--- src/rtl/mu0_arb_pkg.sv ---
// mu0_arb_pkg: shared definitions for the MU0 memory-port arbiter.
//   state_t  : arbiter FSM states (IDLE, ACCESS, WAIT, ACK)
//   OWN_CORE : owner/grant id of the core port (C)
//   OWN_DBG  : owner/grant id of the debug/loader port (D)
package mu0_arb_pkg;

  typedef enum logic [1:0] {
    ST_IDLE   = 2'd0,
    ST_ACCESS = 2'd1,
    ST_WAIT   = 2'd2,
    ST_ACK    = 2'd3
  } state_t;

  localparam logic OWN_CORE = 1'b0;
  localparam logic OWN_DBG  = 1'b1;

endpackage

--- src/rtl/mu0_arb_rr.sv ---
// mu0_arb_rr: combinational two-way round-robin picker.
// Ports:
//   c_req, d_req : pending requests from core / debug port
//   owner        : port granted last (OWN_CORE / OWN_DBG)
//   lock         : debug lock; forces D to win a tie while D owns the port
//   grant_valid  : at least one request pending
//   grant_id     : winning port (OWN_CORE / OWN_DBG)
module mu0_arb_rr
  import mu0_arb_pkg::*;
(
  input  logic c_req,
  input  logic d_req,
  input  logic owner,
  input  logic lock,
  output logic grant_valid,
  output logic grant_id
);

  // D wins when it is the only requester, when the core had the last grant,
  // or when locked. Lock only matters on a tie with owner == OWN_DBG, because
  // with owner == OWN_CORE the tie already goes to D.
  always_comb begin
    grant_valid = c_req | d_req;
    grant_id    = OWN_CORE;
    if (d_req && (!c_req || (owner == OWN_CORE) || lock)) begin
      grant_id = OWN_DBG;
    end
  end

endmodule

--- src/rtl/mu0_mem_arbiter.sv ---
// mu0_mem_arbiter: shares MU0's single memory port between the core (C)
// and a debug/program loader (D) with round-robin arbitration.
// Optional feature macro: MU0_ARB_LOCK_EN (adds d_lock input).
// Ports:
//   Clk, Reset                      : clock, synchronous active-high reset
//   c_req/c_wr/c_addr/c_wdata       : core request, held until c_ack
//   c_ack, c_rdata                  : core completion pulse, read data
//   d_req/d_wr/d_addr/d_wdata       : debug request, held until d_ack
//   d_ack, d_rdata                  : debug completion pulse, read data
//   d_lock                          : (MU0_ARB_LOCK_EN only) keep D granted
//   mem_rd/mem_wr                   : one-cycle memory strobes
//   mem_addr/mem_wdata/mem_rdata    : memory address / write / read data
//   owner                           : last granted port (0 core, 1 debug)
//   busy                            : high whenever not IDLE
module mu0_mem_arbiter
  import mu0_arb_pkg::*;
#(
  parameter int AW      = 12,
  parameter int DW      = 16,
  parameter int MEM_LAT = 1
) (
  input  logic          Clk,
  input  logic          Reset,
  input  logic          c_req,
  input  logic          c_wr,
  input  logic [AW-1:0] c_addr,
  input  logic [DW-1:0] c_wdata,
  output logic          c_ack,
  output logic [DW-1:0] c_rdata,
  input  logic          d_req,
  input  logic          d_wr,
  input  logic [AW-1:0] d_addr,
  input  logic [DW-1:0] d_wdata,
  output logic          d_ack,
  output logic [DW-1:0] d_rdata,
`ifdef MU0_ARB_LOCK_EN
  input  logic          d_lock,
`endif
  output logic          mem_rd,
  output logic          mem_wr,
  output logic [AW-1:0] mem_addr,
  output logic [DW-1:0] mem_wdata,
  input  logic [DW-1:0] mem_rdata,
  output logic          owner,
  output logic          busy
);

  localparam logic [3:0] LAT_M1 = 4'(MEM_LAT - 1);

  state_t        r_state;
  state_t        w_next;
  logic          r_owner;
  logic          r_wr;
  logic [AW-1:0] r_addr;
  logic [DW-1:0] r_wdata;
  logic [DW-1:0] r_c_rdata;
  logic [DW-1:0] r_d_rdata;
  logic [3:0]    r_cnt;
  logic          w_grant_valid;
  logic          w_grant_id;
  logic          w_lock;

`ifdef MU0_ARB_LOCK_EN
  assign w_lock = d_lock;
`else
  assign w_lock = 1'b0;
`endif

  mu0_arb_rr u_rr (
    .c_req       (c_req),
    .d_req       (d_req),
    .owner       (r_owner),
    .lock        (w_lock),
    .grant_valid (w_grant_valid),
    .grant_id    (w_grant_id)
  );

  always_ff @(posedge Clk) begin
    if (Reset) r_state <= ST_IDLE;
    else       r_state <= w_next;
  end

  // Next state plus outputs decoded from state and registered latches only.
  always_comb begin
    w_next    = r_state;
    mem_rd    = 1'b0;
    mem_wr    = 1'b0;
    c_ack     = 1'b0;
    d_ack     = 1'b0;
    busy      = (r_state != ST_IDLE);
    case (r_state)
      ST_IDLE: begin
        if (w_grant_valid) w_next = ST_ACCESS;
      end
      ST_ACCESS: begin
        mem_rd = ~r_wr;
        mem_wr = r_wr;
        w_next = r_wr ? ST_ACK : ST_WAIT;
      end
      ST_WAIT: begin
        if (r_cnt == '0) w_next = ST_ACK;
      end
      ST_ACK: begin
        c_ack  = (r_owner == OWN_CORE);
        d_ack  = (r_owner == OWN_DBG);
        w_next = ST_IDLE;
      end
      default: w_next = ST_IDLE;
    endcase
  end

  always_ff @(posedge Clk) begin
    if (Reset) begin
      r_owner   <= OWN_DBG;
      r_wr      <= 1'b0;
      r_addr    <= '0;
      r_wdata   <= '0;
      r_c_rdata <= '0;
      r_d_rdata <= '0;
      r_cnt     <= '0;
    end else begin
      case (r_state)
        ST_IDLE: begin
          if (w_grant_valid) begin
            r_owner <= w_grant_id;
            r_wr    <= (w_grant_id == OWN_DBG) ? d_wr    : c_wr;
            r_addr  <= (w_grant_id == OWN_DBG) ? d_addr  : c_addr;
            r_wdata <= (w_grant_id == OWN_DBG) ? d_wdata : c_wdata;
          end
        end
        ST_ACCESS: r_cnt <= LAT_M1;
        ST_WAIT: begin
          if (r_cnt == '0) begin
            if (r_owner == OWN_DBG) r_d_rdata <= mem_rdata;
            else                    r_c_rdata <= mem_rdata;
          end else begin
            r_cnt <= r_cnt - 4'd1;
          end
        end
        default: ;
      endcase
    end
  end

  assign mem_addr  = r_addr;
  assign mem_wdata = r_wdata;
  assign c_rdata   = r_c_rdata;
  assign d_rdata   = r_d_rdata;
  assign owner     = r_owner;

endmodule

--- config.mk ---
export PLATFORM = sky130hd
export DESIGN_NAME = mu0_mem_arbiter
export DESIGN_NICKNAME = d
export VERILOG_FILES = /design/src/rtl/mu0_arb_pkg.sv /design/src/rtl/mu0_arb_rr.sv /design/src/rtl/mu0_mem_arbiter.sv
export SDC_FILE = /design/constraint.sdc
export NUM_CORES = 1
export LEC_CHECK = 0
export BUFFER_PORTS_ARGS = -buffer_cell sky130_fd_sc_hd__buf_2
export CAP_MARGIN = 20
export CORE_MARGIN = 10
export CORE_UTILIZATION = 50
export DETAILED_ROUTE_END_ITERATION = 7
export PLACE_DENSITY = 0.89
export SYNTH_ARGS = -nofsm -noshare
export SYNTH_HDL_FRONTEND = slang
export SYNTH_SLANG_ARGS = --single-unit
--- constraint.sdc ---
create_clock -name Clk -period 4.5 [get_ports Clk]
set_clock_uncertainty 0.1 [all_clocks]
set_input_delay 0.45 -clock Clk [delete_from_list [all_inputs] [get_ports Clk]]
set_output_delay 0.45 -clock Clk [all_outputs]
set_load 0.02 [all_outputs]
==> metrics.yaml <==
layout:
  area_growth_pct: 30.8
  fill_cells: 466
  drive_gt1_share_pct: 35.7
  antenna_cells: 0
  final_area_um2: 3930
  layout.nets: 544
  instances_no_fill: 540
  utilization_pct: 66.8
clock_tree:
  clk_pin_slew_ns: 0.08
  htreeDepth: 3
  clk_latency_ns: 0.34
  holdBufCountCts: 0
  cts_root_buf: "clkbuf_8"
  numClockSinks: 68
  cts_tree: "yes"
  cts_resized: 0
  clock_path_buffers: 2
  post-cts-setup-buffer-count: 0
  numCtsBuffers: 9
synth:
  ys_seq_area_share_pct: 45.3
  synth_area_um2: 3000
  synthArstFlopShare_pct: 0
  yosysTopAreaCellShare_pct: 45.3
  ys_ff_latch: 68
  syn_area_per_cell_um2: 8.99
  netlist_top_cells_count: "68 x dfxtp_1, 36 x a21oi_1, 35 x nand3_1"
  syn_inst: 334
  synth.most_common_cell: "dfxtp_1"
  yosysTopAreaCell: "dfxtp_1"
  synth-edff-count: 0
  synth_nets: 418
  ys.flop_type: "dfxtp_1"
  yosys-top-cells-area: "dfxtp_1 45%, mux2i_1 11%, a211oi_1 7.5%"
  yosysUniqueCellTypes: 32
  ys_warn_count: 0
placement:
  io_buffers: 143
  placed_cell_area_um2: 3670
  dp_hpwl_mm: 6.27
  gp_congestion: 0.827
  dp_cells: 522
timing:
  slew_headroom_pct: 34.9
  final.setup.tns_ns: 0
  rsz0062_at_grt: "no"
  period_minus_slack_ns: 2.12
  period_share_pct: 47.0
  slew_violations: 0
  worst_pin_slew_ns: 0.977
  finalHoldViolations: 0
  fmax_ghz: 0.472
  setup_viol_count_final: 0
route:
  num_vias: 2893
  wl_met3_mm: 1.01
  drt_iter0_drc: 110
  wl_met1_mm: 3.47
  via_per_inst: 5.36
  ant_nets: 0
  wire_per_inst_um: 15.7
  wl_mm: 8.49
  top_layer: "met4"
  drc: 0
  drtPass1Iterations: 5
  wl_met2_mm: 3.95
setup_path:
  critical_path_class: "reg -> reg"
  reg2reg_depth: 5
  worstPathArrival_ns: 2.27
  cp-start-kind: "flop"
  end_kind: "flop"
  crit_required_ns: 4.66
  cp_max_fo: 58
grt:
  grt_pass1_vias: 2887
  grt_max_degree: 73
  globalRoute.totalOverflow: 0
  track_usage_pct: 16.9
  grt_first_pass_wirelength_mm: 13.7
  antenna_found_initial: 0
power_and_ir_drop:
  peakVddDrop_uv: 352
  p_leak_uw: 0.00180
  power.density_nw_per_um2: 573
flow_run:
  drv_cap: 0
die:
  core_um2: 5890
  start_util_pct: 51.0
  ioPinCount: 144
  chipWidth_um: 97.5
  die_area_um2: 9510
  num_rows: 28
  die_y_um: 97.5
hold_path:
  hold_path.class: "in -> reg"
  hold_path_depth: 3
run_status:
  outcome: "complete, no violations"
kinds of logic after synthesis:
logic type / count (synthesis) / share of synthesized area, %
compound gates: 105 / 21.1
fa+ha+maj: 6 / 2.50
simple gates: 84 / 14.2
buf+inv: 39 / 6.21
mux: 32 / 10.7
flops: 68 / 45.3
metrics by stage:
step | hold slack (ns) | worst slack [ns] | power [uW]
5_1_grt | 0.260 | 2.16 | 2390
6_report | 0.260 | 2.38 | 2250
4_1_cts | 0.247 | 2.01 | 2260
2_1_floorplan | 0.378 | 2.76 | 1440
3_3_place_gp | 0.356 | 2.09 | 1670
3_5_place_dp | 0.364 | 2.01 | 1690
flip-flops by register name (all words and copies together) (netlist names):
signal and cells:
mem_addr 12, c_rdata 16, r_wr 1, d_rdata 16, r_cnt 4, r_state 2, mem_wdata 16, owner 1
power breakdown:
part / leakage (uW) / internal [uW] / switching [uW]
logic: 0.00112 / 293 / 571
registers: 0.000557 / 748 / 74.9
clock network: 0.000116 / 327 / 239
total: 0.00180 / 1370 / 884
area by class of cell:
cell class,count,area [um2],share of cell area [%]
Multi-Input combinational cell,227,1460,37.1
Timing Repair Buffer,147,766,19.5
Sequential cell,68,1360,34.6
Tap cell,75,93.8,2.39
Clock buffer,10,138,3.50
Inverter,7,26.3,0.669
Clock inverter,6,87.6,2.23
worst max-delay path: stages (launching register included):
cell and delay, ns:
dfxtp_1 0.34, inv_1 0.11, ha_1 0.27, o21a_2 0.82, nor2_1 0.11, a211oi_1 0.26
per-layer routing:
metal	up-vias	GRT usage, %
li1	1458	-
met1	1292	19.1
met2	137	26.6
met3	6	9.46
met4	0	5.15
met5	-	0
final timing paths:
check        slack (ns)            to         start
min                0.26    d_rdata[9]  mem_rdata[9]
max reg2reg        2.38  mem_wdata[5]    r_state[0]
max                2.38  mem_wdata[5]    r_state[0]
min reg2reg        0.38    d_rdata[8]    d_rdata[8]
cell usage in the layout, fill, tap and decap left out, types with 2 or more instances in the layout:
master / count
a211oi_1: 30
a21oi_1: 36
and2_1: 2
buf_2: 143
buf_4: 2
bufinv_16: 2
clkbuf_8: 10
clkinv_2: 2
clkinv_4: 2
dfxtp_1: 68
ha_1: 6
inv_1: 7
mux2i_1: 32
nand2b_1: 4
nand3_1: 35
nand3b_1: 2
nor2_1: 29
nor2b_1: 3
nor3b_1: 2
o211ai_1: 2
o21ai_0: 27
o21ai_1: 5
or3_1: 3
Power figures use the tool's default switching activity.
